## config.mk

```make
export PLATFORM = sky130hd
export DESIGN_NAME = io_interval_timer
export DESIGN_NICKNAME = d
export VERILOG_FILES = /design/src/rtl/io_interval_timer_pkg.sv /design/src/rtl/io_interval_timer_prescaler.sv /design/src/rtl/io_interval_timer.sv
export SDC_FILE = /design/constraint.sdc
export NUM_CORES = 1
export LEC_CHECK = 0
export BUFFER_PORTS_ARGS = -buffer_cell sky130_fd_sc_hd__buf_2
export CAP_MARGIN = 20
export CORE_ASPECT_RATIO = 1.75
export CORE_MARGIN = 4
export CORE_UTILIZATION = 27
export CTS_BUF_LIST = sky130_fd_sc_hd__clkbuf_4
export DETAILED_ROUTE_END_ITERATION = 6
export GPL_ROUTABILITY_DRIVEN = 0
export PLACE_DENSITY_LB_ADDON = 0.2
export SLEW_MARGIN = 0
export SYNTH_ARGS = -nofsm -noshare
export SYNTH_HDL_FRONTEND = slang
export SYNTH_SLANG_ARGS = --single-unit
```

## constraint.sdc

```tcl
create_clock -name clk -period 6.7 [get_ports clk]
set_input_delay 0 -clock clk [delete_from_list [all_inputs] [get_ports clk]]
set_output_delay 0 -clock clk [all_outputs]
set_load 0.005 [all_outputs]
```

## src/rtl/io_interval_timer_pkg.sv

```systemverilog
// io_interval_timer_pkg
//   Shared definitions for the IO interval timer: register byte offsets,
//   CONTROL/STATUS bit positions and a helper that forms a register's
//   absolute bus address. Software headers and the bench use the same values.
package io_interval_timer_pkg;

  // Register byte offsets from BASE_ADDRESS
  localparam logic [31:0] TIMER_CONTROL = 32'd0;
  localparam logic [31:0] TIMER_RELOAD  = 32'd4;
  localparam logic [31:0] TIMER_COUNT   = 32'd8;
  localparam logic [31:0] TIMER_STATUS  = 32'd12;

  // CONTROL bits
  localparam int CTRL_ENABLE_BIT      = 0;
  localparam int CTRL_AUTO_RELOAD_BIT = 1;

  // STATUS bits: expired is write-1-to-clear; writing 1 to bit1 clears miss_count
  localparam int STATUS_EXPIRED_BIT    = 0;
  localparam int STATUS_CLEAR_MISS_BIT = 1;
  localparam int STATUS_MISS_LSB       = 8;
  localparam int STATUS_MISS_MSB       = 15;

  localparam int                          MISS_COUNT_WIDTH = 8;
  localparam logic [MISS_COUNT_WIDTH-1:0] MISS_COUNT_MAX   = 8'hFF;

  function automatic logic [31:0] timer_reg_addr(input logic [31:0] base,
                                                 input logic [31:0] offset);
    return base + offset;
  endfunction

endpackage

```

## src/rtl/io_interval_timer_prescaler.sv

```systemverilog
// io_prescaler
//   Parameterized tick generator. While enabled, an internal counter runs
//   0..PRESCALE-1 and wraps; tick is high in the cycle the counter holds
//   PRESCALE-1. While disabled the counter is held at 0, so enabling always
//   starts a fresh period. A synchronous clear restarts the period.
// Ports:
//   clk    in  core clock
//   reset  in  synchronous, active-high
//   enable in  run the counter
//   clear  in  force the counter back to 0 on the next edge
//   tick   out one-cycle tick, once every PRESCALE enabled cycles
module io_prescaler #(
  parameter int PRESCALE = 25
) (
  input  logic clk,
  input  logic reset,
  input  logic enable,
  input  logic clear,
  output logic tick
);

  // One bit minimum so PRESCALE=1 still has a legal counter width
  localparam int                 CNT_W = (PRESCALE > 1) ? $clog2(PRESCALE) : 1;
  localparam logic [CNT_W-1:0]   LAST  = CNT_W'(PRESCALE - 1);

  logic [CNT_W-1:0] count_q;
  logic [CNT_W-1:0] count_d;

  always_comb begin
    tick    = enable && (count_q == LAST);
    count_d = count_q + CNT_W'(1);
    if (clear || !enable || tick) begin
      count_d = '0;
    end
  end

  always_ff @(posedge clk) begin
    if (reset) begin
      count_q <= '0;
    end else begin
      count_q <= count_d;
    end
  end

endmodule

```

## src/rtl/io_interval_timer.sv

```systemverilog
// io_interval_timer
//   Memory-mapped countdown timer on the core's IO bus. Registers at
//   BASE_ADDRESS: +0 CONTROL (enable, auto_reload), +4 RELOAD, +8 COUNT (RO),
//   +12 STATUS (expired W1C, miss_count RO in [15:8], bit1 write clears it).
//   COUNT decrements once per prescaler tick; reaching expiry from 1 sets the
//   sticky expired flag and optionally reloads. Expiries that arrive while
//   expired is still set are counted in miss_count (saturating).
// Ports:
//   clk           in  core clock
//   reset         in  synchronous, active-high
//   io_address    in  IO byte address
//   io_read_en    in  one-cycle read strobe
//   io_write_en   in  one-cycle write strobe
//   io_write_data in  IO write data
//   io_read_data  out registered read data, 0 when the last read missed this block
//   timer_expired out registered copy of STATUS.expired
module io_interval_timer
  import io_interval_timer_pkg::*;
#(
  parameter logic [31:0] BASE_ADDRESS  = 32'd32,
  parameter int          PRESCALE      = 25,
  parameter int          COUNTER_WIDTH = 32
) (
  input  logic        clk,
  input  logic        reset,
  input  logic [31:0] io_address,
  input  logic        io_read_en,
  input  logic        io_write_en,
  input  logic [31:0] io_write_data,
  output logic [31:0] io_read_data,
  output logic        timer_expired
);

  localparam logic [COUNTER_WIDTH-1:0] CNT_ONE = COUNTER_WIDTH'(1);

  logic                        enable_q, enable_d;
  logic                        auto_reload_q, auto_reload_d;
  logic [COUNTER_WIDTH-1:0]    reload_q, reload_d;
  logic [COUNTER_WIDTH-1:0]    count_q, count_d;
  logic                        expired_q, expired_d;
  logic [MISS_COUNT_WIDTH-1:0] miss_count_q, miss_count_d;
  logic [31:0]                 read_data_q, read_data_d;
  logic                        timer_expired_q, timer_expired_d;

  logic        sel_control, sel_reload, sel_count, sel_status;
  logic        wr_control, wr_reload, wr_status;
  logic        clear_expired, clear_miss, expire, tick;
  logic [31:0] read_value;

  // A RELOAD write restarts the prescaler period so the new count gets a full tick
  io_prescaler #(
    .PRESCALE(PRESCALE)
  ) u_prescaler (
    .clk   (clk),
    .reset (reset),
    .enable(enable_q),
    .clear (wr_reload),
    .tick  (tick)
  );

  always_comb begin
    sel_control = (io_address == timer_reg_addr(BASE_ADDRESS, TIMER_CONTROL));
    sel_reload  = (io_address == timer_reg_addr(BASE_ADDRESS, TIMER_RELOAD));
    sel_count   = (io_address == timer_reg_addr(BASE_ADDRESS, TIMER_COUNT));
    sel_status  = (io_address == timer_reg_addr(BASE_ADDRESS, TIMER_STATUS));

    wr_control    = io_write_en && sel_control;
    wr_reload     = io_write_en && sel_reload;
    wr_status     = io_write_en && sel_status;
    clear_expired = wr_status && io_write_data[STATUS_EXPIRED_BIT];
    clear_miss    = wr_status && io_write_data[STATUS_CLEAR_MISS_BIT];

    // Read mux built from current register values, so a read that coincides
    // with a write to the same register returns the pre-write value
    read_value = '0;
    if (sel_control) begin
      read_value[CTRL_ENABLE_BIT]      = enable_q;
      read_value[CTRL_AUTO_RELOAD_BIT] = auto_reload_q;
    end else if (sel_reload) begin
      read_value = 32'(reload_q);
    end else if (sel_count) begin
      read_value = 32'(count_q);
    end else if (sel_status) begin
      read_value[STATUS_EXPIRED_BIT]               = expired_q;
      read_value[STATUS_MISS_MSB:STATUS_MISS_LSB]  = miss_count_q;
    end

    enable_d      = enable_q;
    auto_reload_d = auto_reload_q;
    reload_d      = reload_q;
    count_d       = count_q;
    expired_d     = expired_q;
    miss_count_d  = miss_count_q;
    read_data_d   = read_data_q;
    expire        = 1'b0;

    if (io_read_en) begin
      read_data_d = read_value;
    end

    // A RELOAD write wins over a tick in the same cycle; that tick is dropped
    if (wr_reload) begin
      reload_d = io_write_data[COUNTER_WIDTH-1:0];
      count_d  = io_write_data[COUNTER_WIDTH-1:0];
    end else if (tick) begin
      if (count_q == CNT_ONE) begin
        expire  = 1'b1;
        count_d = auto_reload_q ? reload_q : '0;
      end else if (count_q != '0) begin
        count_d = count_q - CNT_ONE;
      end
    end

    // An expiry beats any STATUS clear in the same cycle: expired stays set
    // and miss_count is left alone, whichever clear bits were written
    if (expire) begin
      expired_d = 1'b1;
      if (expired_q && !clear_expired && !clear_miss &&
          (miss_count_q != MISS_COUNT_MAX)) begin
        miss_count_d = miss_count_q + MISS_COUNT_WIDTH'(1);
      end
    end else begin
      if (clear_expired) begin
        expired_d = 1'b0;
      end
      if (clear_miss) begin
        miss_count_d = '0;
      end
    end

    // Enable changes only after this edge, so a tick now is still applied
    if (wr_control) begin
      enable_d      = io_write_data[CTRL_ENABLE_BIT];
      auto_reload_d = io_write_data[CTRL_AUTO_RELOAD_BIT];
    end

    timer_expired_d = expired_d;
  end

  always_ff @(posedge clk) begin
    if (reset) begin
      enable_q        <= 1'b0;
      auto_reload_q   <= 1'b0;
      reload_q        <= '0;
      count_q         <= '0;
      expired_q       <= 1'b0;
      miss_count_q    <= '0;
      read_data_q     <= '0;
      timer_expired_q <= 1'b0;
    end else begin
      enable_q        <= enable_d;
      auto_reload_q   <= auto_reload_d;
      reload_q        <= reload_d;
      count_q         <= count_d;
      expired_q       <= expired_d;
      miss_count_q    <= miss_count_d;
      read_data_q     <= read_data_d;
      timer_expired_q <= timer_expired_d;
    end
  end

  assign io_read_data  = read_data_q;
  assign timer_expired = timer_expired_q;

endmodule

```

# ---- Word-level counts from Yosys, hierarchy flattened
# Cells that the tools add are included.
dict set report word_totals {
  word_cells 63
  output_inout_bits 33
  ff_bits 112
  in_bits 68
}
dict set report op_classes {
  n_eq_ne 8
  n_reduce_logical 22
  add_sub_neg 3
  muxes 22
}
# op n
set ops {}
lappend ops {{two-way mux 32 bit} 6}
lappend ops {{== test 32 x 6 -> 1 bit (second input constant)} 4}
lappend ops {{two-way mux 8 bit} 5}
lappend ops {{== test 32 x 1 -> 1 bit (second input constant)} 1}
lappend ops {{nonzero test 32 bit} 1}
lappend ops {{subtractor 32 x 1 -> 32 bit (second input constant)} 1}
lappend ops {{two-way mux 30 bit} 1}
lappend ops {{two-way mux 16 bit} 1}
lappend ops {{logical AND 1 bit} 9}
lappend ops {{adder 8 x 1 -> 8 bit (second input constant)} 1}
lappend ops {{inequality test 8 bit (second input constant)} 1}
lappend ops {{two-way mux 1 bit} 7}
lappend ops {{two-way mux 7 bit} 1}
lappend ops {{nonzero test 2 bit} 3}
lappend ops {{adder 5 x 1 -> 5 bit (second input constant)} 1}
lappend ops {{== test 5 bit (second input constant)} 1}
lappend ops {{AND reduction 2 bit} 2}
lappend ops {{zero test 1 bit} 3}
lappend ops {{nonzero test 3 bit} 1}
lappend ops {{logical OR 1 bit} 2}
lappend ops {{two-way mux 2 bit} 1}
lappend ops {{inequality test 2 x 1 -> 1 bit (second input constant)} 1}
lappend ops {{OR reduction 2 bit} 1}

# ---- Longest topological paths before layout
# Gate-level depths: netlist of run 1.
dict set report depth {
  ltp_word 9
  mapped_depth 10
  mapped_depth_nobuf 8
}

# ---- Modules after synthesis
# A second synthesis of run 1 with hierarchy kept.
dict set report hier_totals {
  cells_unflattened 780
  hier_area_um2 6135.9
}
# mod cells_per_inst area_each_um2 n_inst seq_area_each_um2
set modules_own_cells {}
lappend modules_own_cells {io_interval_timer 756 5908.2 1 2142.1}
lappend modules_own_cells {io_prescaler 24 227.7 1 100.1}

# ---- Worst setup path before layout of run 1
# Ideal clock, no wire load.
dict set report synth_path {
  path_type {register to register}
  start {register count_q[16]}
  end {register miss_count_q[6]}
  t_required_ns 6.640
  period_less_slack_ns 2.684
  setup_time_ns 0.060
  path_stages_with_launch 9
  slack_ns 4.016
  n_path_buf 2
  t_arrival_ns 2.625
  cell_sequence {dfxtp_1 -> or3_1 -> buf_2 -> or4_4 -> or4b_4 -> buf_6 -> o41a_1 -> a211oi_1 -> and3b_1}
}
dict set report synth_via {
  elab_chain_len 6
  word_cells_on_any_way 8
  classes_between {2 x eq/ne; 4 x mux; 2 x reduce/logical}
}
# element line_no
set synth_lines {}
lappend synth_lines {{from (decl)} io_interval_timer.sv:39} ;# logic [COUNTER_WIDTH-1:0] count_q, count_d;
lappend synth_lines {{from (signal assigned)} io_interval_timer.sv:154} ;# count_q <= count_d;
lappend synth_lines {{== test 32 x 1 -> 1 bit (*)} io_interval_timer.sv:106} ;# if (count_q == CNT_ONE) begin
lappend synth_lines {{two-way mux 1 bit (*)} io_interval_timer.sv:106}
lappend synth_lines {{two-way mux 1 bit (*)} io_interval_timer.sv:105} ;# end else if (tick) begin
lappend synth_lines {{two-way mux 1 bit (*)} io_interval_timer.sv:102} ;# if (wr_reload) begin
lappend synth_lines {{inequality test 2 x 1 -> 1 bit (no source line) or nonzero test 2 bit (tied branches)} --}
lappend synth_lines {{AND reduction 2 bit (no source line)} --}
lappend synth_lines {{to (signal assigned)} io_interval_timer.sv:156} ;# miss_count_q <= miss_count_d;
lappend synth_lines {{to (decl)} io_interval_timer.sv:41} ;# logic [MISS_COUNT_WIDTH-1:0] miss_count_q, miss_count_d;
# Every way passes the cells marked *; elsewhere a longest branch is shown, timed or not.
# A chain may end at the register's enable or synchronous reset.

# ---- Worst setup path after layout of run 1
dict set report layout_path {
  start {register count_q[8]}
  end {register count_q[7]}
}
dict set report layout_via {
  elab_chain_len 4
  word_cells_on_any_way 7
  classes_between {1 x eq/ne; 3 x mux; 3 x reduce/logical}
}
# element line_no
set layout_lines {}
lappend layout_lines {{== test 32 x 1 -> 1 bit} io_interval_timer.sv:106}
lappend layout_lines {{two-way mux 32 bit} io_interval_timer.sv:106}
lappend layout_lines {{two-way mux 32 bit} io_interval_timer.sv:105}
lappend layout_lines {{two-way mux 32 bit} io_interval_timer.sv:102}
# Parallel ways exist; a longest one is shown, timed or not. The select of a mux whose other input is x is not followed.

==> results of run 1 <==
==> layer usage <==
layer  up-vias  GRT usage
li1       2994          -
met1      2910     0.1859
met2        95     0.3301
met3        26    0.02192
met4         0    0.06719
met5         -          0
==> worst reg2reg max path: cells and delay by family (launching register included) <==
kind / cells / cell delay [ns]
flops: 1 / 0.41
compound gates: 2 / 0.43
simple gates: 4 / 2.79
==> layout by cell type (no fill, tap or decap), types with 5 or more instances in the layout <==
cell type and count:
clkbuf_4 9, dlygate4sd3_1 48, or3_1 8, dfxtp_1 112, a211oi_1 9, a311oi_1 12, o32ai_1 6, a22o_1 8
buf_2 100, nand2_1 122, inv_1 14, nor3_1 23, a21oi_1 64, a211o_1 9, ha_1 5, a21boi_0 10
xnor2_1 7, and3_1 5, nand3_1 19, nor4_1 26, a22oi_1 22, nor2b_1 13, buf_4 10, nand2b_1 5
o21ai_0 37, a32oi_1 8, mux2_2 9, o31ai_1 5, nor2_1 56, nand4_1 10
==> where the power goes <==
part / total, mW / switching (mW) / internal (mW)
registers: 0.667 / 0.000000000143 / 0.667
logic: 0.0686 / 0.0368 / 0.0318
clock network: 0.430 / 0.241 / 0.190
==> through the flow <==
step	instances	hold WS, ns
after global routing	1159	0.1312
after CTS	1158	0.08099
final	1159	0.1168
after detailed placement	1094	0.2639
after floorplan	746	0.1360
after global placement	1094	0.2610
==> layout make-up <==
cell class,instances,area share
clock inverters,7,0.01615
repair buffers,158,0.1450
multi-input cells,566,0.4640
clock buffers,9,0.009277
diodes,1,0.0003436
inverters,14,0.007215
flip-flops and latches,112,0.3079
well taps,292,0.05016
==> sequential cells by signal (all words and copies together), names as in the netlist <==
signal               count
u_prescaler.count_q      5
count_q                 32
miss_count_q             8
reload_q                32
auto_reload_q            1
io_read_data            32
enable_q                 1
timer_expired            1
==> what timing repair did <==
| item | CTS | global route |
|---|---|---|
| hold buffers | 48 | 0 |
| buffers inserted | 0 | 0 |
| setup endpoints to repair | 0 | 0 |
| endpoints found under the hold margin | 75 | 0 |
==> worst paths after layout <==
check	endpoint	slack (ns)	cells after the start
max reg2reg	count_q[7]	2.96	6
min reg2reg	io_read_data[2]	0.47	2
min	io_read_data[1]	0.12	4
max	count_q[7]	2.96	6
==> cells by family after synthesis <==
| family | after synthesis | share of synthesized area |
|---|---|---|
| compound gates | 218 | 0.2494 |
| fa+ha+maj | 5 | 0.01065 |
| mux | 14 | 0.02790 |
| simple gates | 318 | 0.2672 |
| flops | 112 | 0.3816 |
| xor+xnor | 11 | 0.01640 |
| buf+inv | 68 | 0.04685 |
==> summary.txt, run 1 <==
Routing
  – Routed WL per cell: approximately 18 µm
  – Routed met2 length: 11640 µm
  – Routed met3 length: about 570 µm
  – Routed vias: 6025
  – Antenna viol nets, final: 0
  – Detailed-routing iteration count for the pre-antenna-repair pass: 5
  – DRC Markers: 0
  – Final WL: 20960 µm
  – Wl on met1: 8256 µm
  – Drt initial violations: 250
  – Drt via density: 5.198
  – Highest Signal Layer: met4

Logic synthesis
  – Syn Inst Count: 746
  – Synthesized area per cell: 7.876 µm²
  – Count of cell types in the netlist: 65
  – Syn nets: 819
  – Sequential area share after synthesis: 0.3816
  – Yosys reg bits: 112
  – Area leader, netlist: dfxtp_1
  – Commonest cells post-synth: nand2_1 (122), dfxtp_1 (112), a21oi_1 (64)
  – Synthesis Warnings: 0
  – Asr flop ratio synth: 0
  – Synthesized area: between 5000 and 6000 µm²
  – Dominant synthesized flop cell: dfxtp_1
  – Post-synth EDFFs: 0
  – Area contributors post-synth: dfxtp_1 (38%), nand2_1 (7.8%), a21oi_1 (5.5%)
  – Most frequent cell after synthesis: nand2_1
  – Area share of the largest cell type after synthesis: 0.3816

Clock network
  – CTS Buffer Depth: 2
  – Total CTS buffers: 9
  – Htree depth: 3
  – PostCTS Resize Cnt: 0
  – Clk sink count: roughly 110
  – CTS Root Cell: clkbuf_4
  – CTS tree: done
  – Clk slew on worst S/H paths: 0.19 ns
  – Clk Latency, worst-skew pair: 0.50 ns

Outcome
  – Status: completed

Timing
  – Max Slew Vio Count: 0
  – Period utilisation layout: 0.5578
  – Min Tclk post-route: about 3.7 ns
  – PnR worst setup slack: 2.963 ns
  – Clk_skew: around 0.038 ns
  – TNS Setup: 0 ns
  – Setup violators final: 0
  – Final hold vios: 0
  – Max transition margin: 0.2465
  – Fmax: between 200 and 300 MHz
  – Worst slew pin tran: 1.126 ns
  – RSZ-0062 raised after global routing: false

Global route
  – First-pass GRT wire length: 33220 µm
  – Global-route usage over all layers: 0.1710
  – Initial antenna violation count: 1
  – Largest net degree at the start of global routing: 57
  – Grt ovf: 0
  – Number of global-route vias before repair: between 6000 and 7000

Floorplan
  – FP Rows: 71
  – Initial core utilization: 0.2733
  – Chip Height: 203.2 µm
  – Die W: 119.5 µm
  – I/O pin count: 101
  – Core ar.: 21500 µm²
  – Die area: 24280 µm²

Critical path
  – Critical path capture point type: register
  – WP buf/inv: 0
  – Crit start category: register
  – Setup crit start: count_q[8]
  – CP Data Arrival Time: 4.15 ns
  – Critical R2R Launch: count_q[8]
  – Worst EP required: 7.11 ns
  – Crit-path slowest cell: nor3b_4
  – Worst stage delay on the critical path: 0.80 ns
  – Crit path cell chain: nor4_1 -> nand2_1 -> or4b_4 -> nor3b_4 -> a221oi_1 -> a211oi_1
  – Worst path top cell family by delay: simple AND/OR/NAND/NOR gates
  – Critical setup path kind: reg -> reg
  – Crit Path Max Fanout: 17

Place
  – DPL Wire Length: 15040 µm
  – Pre-CTS setup slack: 3.017 ns
  – DP Area: 6615 µm²
  – Port Buffers: 100

Min path
  – Hold crit path type: in -> reg
  – Min-delay src: io_address[2]

Layout
  – Layout area overhead: 23.96%
  – Final instance area: 7283 µm²
  – Layout cell share with drive strength beyond 1: 0.1755
  – Layout Nets: 934
  – Final core utilization: 0.3388
  – Storage element area: around 2200 µm²
  – Area of the multi-input gates: 3379 µm²
  – Fill cells: 2393

Pwr
  – P_leak: 2.697 nW
  – VDD IR max: 0.00006993 V
  – P per Cell Area: around 160 nW/µm²
  – Power, Total: ~1.2 mW

Run
  – MaxCap Viol Count: 0
Note: power is estimated with default switching activity, not from simulation.
==> run 2: changes to the inputs <==
clock period = 3.7 ns   (was 6.7 ns; I/O delays follow)
==> summary.txt, run 2 (synthesis results as in run 1) <==
Outcome
  – Status: completed

Timing
  – Fmax: 303.2 MHz (+13%)
  – Worst slew pin tran: 0.9678 ns (-0.1583 ns)
  – Clk_skew: 0.03147 ns (-0.006555 ns)
  – Setup violators final: 0 (unchanged)
  – Min Tclk post-route: 3.298 ns (-0.4393 ns)
  – TNS Setup: 0 ns (unchanged)
  – Max Slew Vio Count: 0 (unchanged)
  – Period utilisation layout: 0.8913 (+0.3335)
  – RSZ-0062 raised after global routing: false
  – Max transition margin: 0.3548 (+0.1083)
  – Final hold vios: 0 (unchanged)

Global route
  – Largest net degree at the start of global routing: 83 (+46%)
  – Global-route usage over all layers: 0.1713 (+0.0003276)
  – First-pass GRT wire length: 33300 µm (+0.25%)
  – Number of global-route vias before repair: 6175 (+1.2%)
  – Grt ovf: 0 (unchanged)
  – Initial antenna violation count: 1 (unchanged)

Routing
  – Routed WL per cell: 18.01 µm (-0.38%)
  – Detailed-routing iteration count for the pre-antenna-repair pass: 4 (-1)
  – DRC Markers: 0 (unchanged)
  – Drt initial violations: 273 (+9.2%)
  – Drt via density: 5.196 (about the same)
  – Routed vias: 6038 (+0.22%)
  – Antenna viol nets, final: 0 (unchanged)
  – Final WL: 20930 µm (-0.12%)

Min path
  – Hold path cells: 4 (unchanged)
  – Hold crit path type: in -> reg
  – Worst min-delay path endpoint: auto_reload_q
  – Min-delay src: io_write_en

Pwr
  – P per Cell Area: 271.0 nW/µm² (+69%)
  – Combinational power share: 0.064 (+0.005)
  – Switch Pwr: 0.4924 mW (+77%)
  – Sw frac: 0.2515 (+0.01333)
  – Power, Total: 1.958 mW (+68%)
  – Flop pwr share: 0.616 (+0.044)
  – Clock Power Share: 0.320 (-0.049)
  – Internal power: 1.466 mW (+65%)
  – P_leak: 2.661 nW (-1.3%)
  – VDD IR max: 0.0001182 V (+69%)

Place
  – DPL Wire Length: 15360 µm (+2.2%)
  – Port Buffers: 100 (unchanged)

Clock network
  – CTS Buffer Depth: 2 (unchanged)
  – PostCTS Resize Cnt: 0 (unchanged)
  – CTS tree: done
  – Clk sink count: 112 (unchanged)
  – CTS Root Cell: clkbuf_4
  – Total CTS buffers: 9 (unchanged)
  – Clk slew on worst S/H paths: 0.19 ns (about the same)
  – Htree depth: 3 (unchanged)
  – Clk Latency, worst-skew pair: 0.52 ns (+0.02 ns)

Critical path
  – FF-to-FF path depth: 7 (+1)
  – Critical setup path kind: reg -> reg
  – Crit Path Max Fanout: 16 (-1)
  – Critical R2R Launch: count_q[8]
  – Reg2Reg Setup Slack: 0.40 ns (-2.56 ns)
  – Crit start category: register
  – CP Data Arrival Time: 3.71 ns (-0.44 ns)
  – Worst EP required: 4.11 ns (-3.00 ns)
  – Critical R2R Capture: count_q[12]
  – Critical path capture point type: register

Floorplan
  – Die area: 24280 µm² (unchanged)
  – Initial core utilization: 0.2733 (unchanged)
  – I/O pin count: 101 (unchanged)
  – FP Rows: 71 (unchanged)
  – Die W: 119.5 µm (unchanged)
  – Chip Height: 203.2 µm (unchanged)
  – Core ar.: 21500 µm² (unchanged)

Layout
  – Layout cell share with drive strength beyond 1: 0.1922 (+0.01666)
  – Layout Nets: 937 (+0.32%)
  – Commonest non-fill, non-tap cell in the layout: nand2_1
  – Layout area overhead: 23.00%
  – Fill cells: 2392 (-0.042%)
  – Most frequent cells in the layout: nand2_1 (122), dfxtp_1 (112), buf_2 (100)

Run
  – MaxCap Viol Count: 0 (unchanged)
==> run 2: cell count changes in the layout (fill, tap and decap cells not counted) <==
cell | previous run | this run
clkinv_1 | 0 | 2
clkinv_2 | 2 | 3
dlygate4sd3_1 | 48 | 34
buf_4 | 10 | 26
buf_12 | 0 | 1
bufinv_16 | 3 | 1
clkinv_4 | 1 | 0
==> run 2: repair_timing <==
item / 4_1_cts / 5_1_grt
hold buffers: 34 / 0
hold endpoints to repair: 77 / 0
buffers inserted: 0 / 0
==> run 2: per-stage QoR <==
stage / cell area (µm²) / hold WS (ns) / worst slack [ns] / utilization / std cells
2_1_floorplan: 5876 / 0.1360 / 1.016 / - / 746
3_3_place_gp: 6748 / 0.2577 / 0.5202 / 0.3139 / 1110
3_5_place_dp: 6748 / 0.2663 / 0.4894 / 0.3139 / 1110
4_1_cts: 7217 / 0.01992 / 0.4184 / 0.3357 / 1160
5_1_grt: 7227 / 0.03582 / 0.1906 / 0.3362 / 1162
6_report: 7227 / 0.02646 / 0.4021 / 0.3362 / 1162
==> run 2: area by class of cell <==
class	count	area (µm²)	area share
flip-flops and latches	112	2242	0.3102
well taps	292	365.4	0.05055
inverters	14	52.55	0.007271
multi-input cells	566	3379	0.4676
diodes	1	2.502	0.0003463
clock inverters	7	61.31	0.008483
clock buffers	9	67.56	0.009349
repair buffers	161	1056	0.1461
==> run 2: critical path, stage by stage (launching register included) <==
cell	delay, ns
dfxtp_1	0.40
nor4_1	0.65
nand2_1	0.58
or4b_4	0.78
nor3b_4	0.22
buf_4	0.21
nand2_1	0.07
a311oi_1	0.27
==> run 2: worst max path at each step <==
stage / start / to / slack, ns
6_report: count_q[8] / count_q[12] / 0.40
3_3_place_gp: count_q[8] / miss_count_q[6] / 0.52
4_1_cts: count_q[8] / count_q[6] / 0.42
3_5_place_dp: count_q[8] / count_q[5] / 0.49
5_1_grt: count_q[8] / count_q[11] / 0.19
2_1_floorplan: count_q[16] / miss_count_q[6] / 1.02
==> run 2: metal layers <==
metal	vias up	wire length [µm]	GRT usage
li1	2985	-	-
met1	2887	7901	0.1800
met4	0	586	0.06637
met5	-	0	0
met3	37	717	0.02331
met2	129	11730	0.3376
==> run 2: power groups by stage <==
| stage | clock network (mW) | registers [mW] | logic (mW) |
|---|---|---|---|
| floorplan | 0 | 1.23 | 0.0344 |
| global placement | 0 | 1.23 | 0.0985 |
| detailed placement | 0 | 1.23 | 0.0993 |
| CTS | 0.651 | 1.21 | 0.126 |
| global route | 0.694 | 1.21 | 0.136 |
| finish | 0.627 | 1.21 | 0.125 |
==> run 3: changes to the inputs <==
CORE_ASPECT_RATIO = default   (was 1.75)
==> summary.txt, run 3 (synthesis results as in run 1) <==
Outcome
  – Status: completed

Critical path
  – Critical path capture point type: register
  – Crit start category: register
  – Critical setup path kind: reg -> reg
  – Crit Path Max Fanout: 12 (-4)
  – CP Data Arrival Time: 3.66 ns (-0.05 ns)
  – Worst EP required: 4.12 ns (about the same)
  – FF-to-FF path depth: 7 (unchanged)

Layout
  – Most frequent cells in the layout: nand2_1 (122), dfxtp_1 (112), buf_2 (100)
  – Layout area overhead: 22.32%
  – Layout cell share with drive strength beyond 1: 0.1920 (-0.0002209)
  – Fill cells: 2326 (-2.8%)
  – Commonest non-fill, non-tap cell in the layout: nand2_1
  – Final core utilization: 0.3387 (+0.002513)
  – Layout Nets: 938 (+0.11%)

Pwr
  – Flop pwr share: 0.634 (+0.018)
  – Clock Power Share: 0.300 (-0.020)
  – P per Cell Area: 265.0 nW/µm² (-2.2%)
  – VDD IR max: 0.0001013 V (-14%)
  – Combinational power share: 0.066 (+0.002)
  – Power, Total: 1.904 mW (-2.8%)
  – Internal power: 1.408 mW (-3.9%)
  – P_leak: 2.648 nW (-0.50%)
  – Sw frac: 0.2605 (+0.009092)
  – Switch Pwr: 0.4961 mW (+0.76%)

Routing
  – Final WL: 19930 µm (-4.8%)
  – Drt via density: 5.170 (-0.50%)
  – Routed WL per cell: 17.39 µm (-3.5%)
  – Routed vias: 5925 (-1.9%)
  – Antenna viol nets, final: 0 (unchanged)
  – Drt initial violations: 395 (+45%)
  – Detailed-routing iteration count for the pre-antenna-repair pass: 5 (+1)
  – DRC Markers: 0 (unchanged)

Global route
  – Number of global-route vias before repair: 5828 (-5.6%)
  – Largest net degree at the start of global routing: 83 (unchanged)
  – First-pass GRT wire length: 31970 µm (-4.0%)
  – Global-route usage over all layers: 0.1640 (-0.007373)
  – Initial antenna violation count: 1 (unchanged)
  – Grt ovf: 0 (unchanged)

Min path
  – Hold path cells: 4 (unchanged)
  – Hold crit path type: in -> reg

Timing
  – TNS Setup: 0 ns (unchanged)
  – Period utilisation layout: 0.8743 (-0.01699)
  – Fmax: 309.1 MHz (+1.9%)
  – Hold_ws: 0.07168 ns (+0.04522 ns)
  – Final hold vios: 0 (unchanged)
  – RSZ-0062 raised after global routing: false
  – Worst slew pin tran: 0.9365 ns (-0.03127 ns)
  – Clk_skew: 0.02631 ns (-0.005165 ns)
  – Max transition margin: 0.3757 (+0.02085)
  – Max Slew Vio Count: 0 (unchanged)
  – Min Tclk post-route: 3.235 ns (-0.06288 ns)
  – Setup violators final: 0 (unchanged)

Floorplan
  – Initial core utilization: 0.2769 (+0.003578)
  – I/O pin count: 101 (unchanged)
  – Die area: 24190 µm² (-0.38%)
  – Chip Height: 155.5 µm (-23%)
  – Core ar.: 21220 µm² (-1.3%)
  – Die W: 155.5 µm (+30%)
  – FP Rows: 53 (-25%)

Run
  – MaxCap Viol Count: 0 (unchanged)

Clock network
  – CTS Buffer Depth: 2 (unchanged)
  – Total CTS buffers: 9 (unchanged)
  – Htree depth: 3 (unchanged)
  – Clk sink count: 112 (unchanged)
  – Clk slew on worst S/H paths: 0.17 ns (-0.02 ns)
  – CTS tree: done
  – Clk Latency, worst-skew pair: 0.51 ns (about the same)
  – PostCTS Resize Cnt: 0 (unchanged)
  – CTS Root Cell: clkbuf_4

Place
  – Port Buffers: 100 (unchanged)
  – DPL Wire Length: 13900 µm (-9.6%)
run 3: metrics by stage:
step	instances	cell area, µm²	setup WS (ns)
floorplan	746	5876	1.016
global placement	1093	6714	0.5767
detailed placement	1094	6725	0.5201
CTS	1145	7184	0.4703
global route	1146	7187	0.2336
finish	1146	7187	0.4650
run 3: per-layer routing:
layer	vias to the layer above	track usage	wire length [µm]
li1	2997	-	-
met1	2806	0.2303	9655
met4	0	0.05294	357
met3	21	0.02253	741
met5	-	0	0
met2	101	0.2606	9175
run 3: worst paths after layout:
check | start | end | slack, ns
worst max-delay path | count_q[16] | count_q[9] | 0.47
worst min-delay path | reset | count_q[8] | 0.07
worst max register to register | count_q[16] | count_q[9] | 0.47
worst min register to register | io_read_data[24] | io_read_data[24] | 0.47
run 3: power by group through the flow:
stage	Clock, mW	Sequential, mW	Combinational [mW]
after floorplan	0	1.23	0.0344
after global placement	0	1.23	0.0995
after detailed placement	0	1.23	0.0994
after CTS	0.605	1.21	0.127
after global routing	0.640	1.21	0.137
final	0.572	1.21	0.125
run 3: timing repair:
item	CTS	global route
endpoints found under the hold margin	77	0
hold buffers	35	0
setup buffers	0	0
run 3: worst max-delay path, stage by stage (launching register included):
cell	delay [ns]
dfxtp_1	0.40
or3_1	0.49
or4_4	0.55
or4b_4	0.64
nor3b_4	0.45
buf_4	0.29
nand2_1	0.07
a311oi_1	0.25
run 3: area by class of cell:
class,count,area (µm²),area share
inverters,14,52.55,0.007312
clock buffers,10,75.07,0.01045
well taps,275,344.1,0.04788
multi-input cells,566,3379,0.4702
clock inverters,6,33.78,0.004701
diodes,1,2.502,0.0003482
flip-flops and latches,112,2242,0.3120
repair buffers,162,1057,0.1471
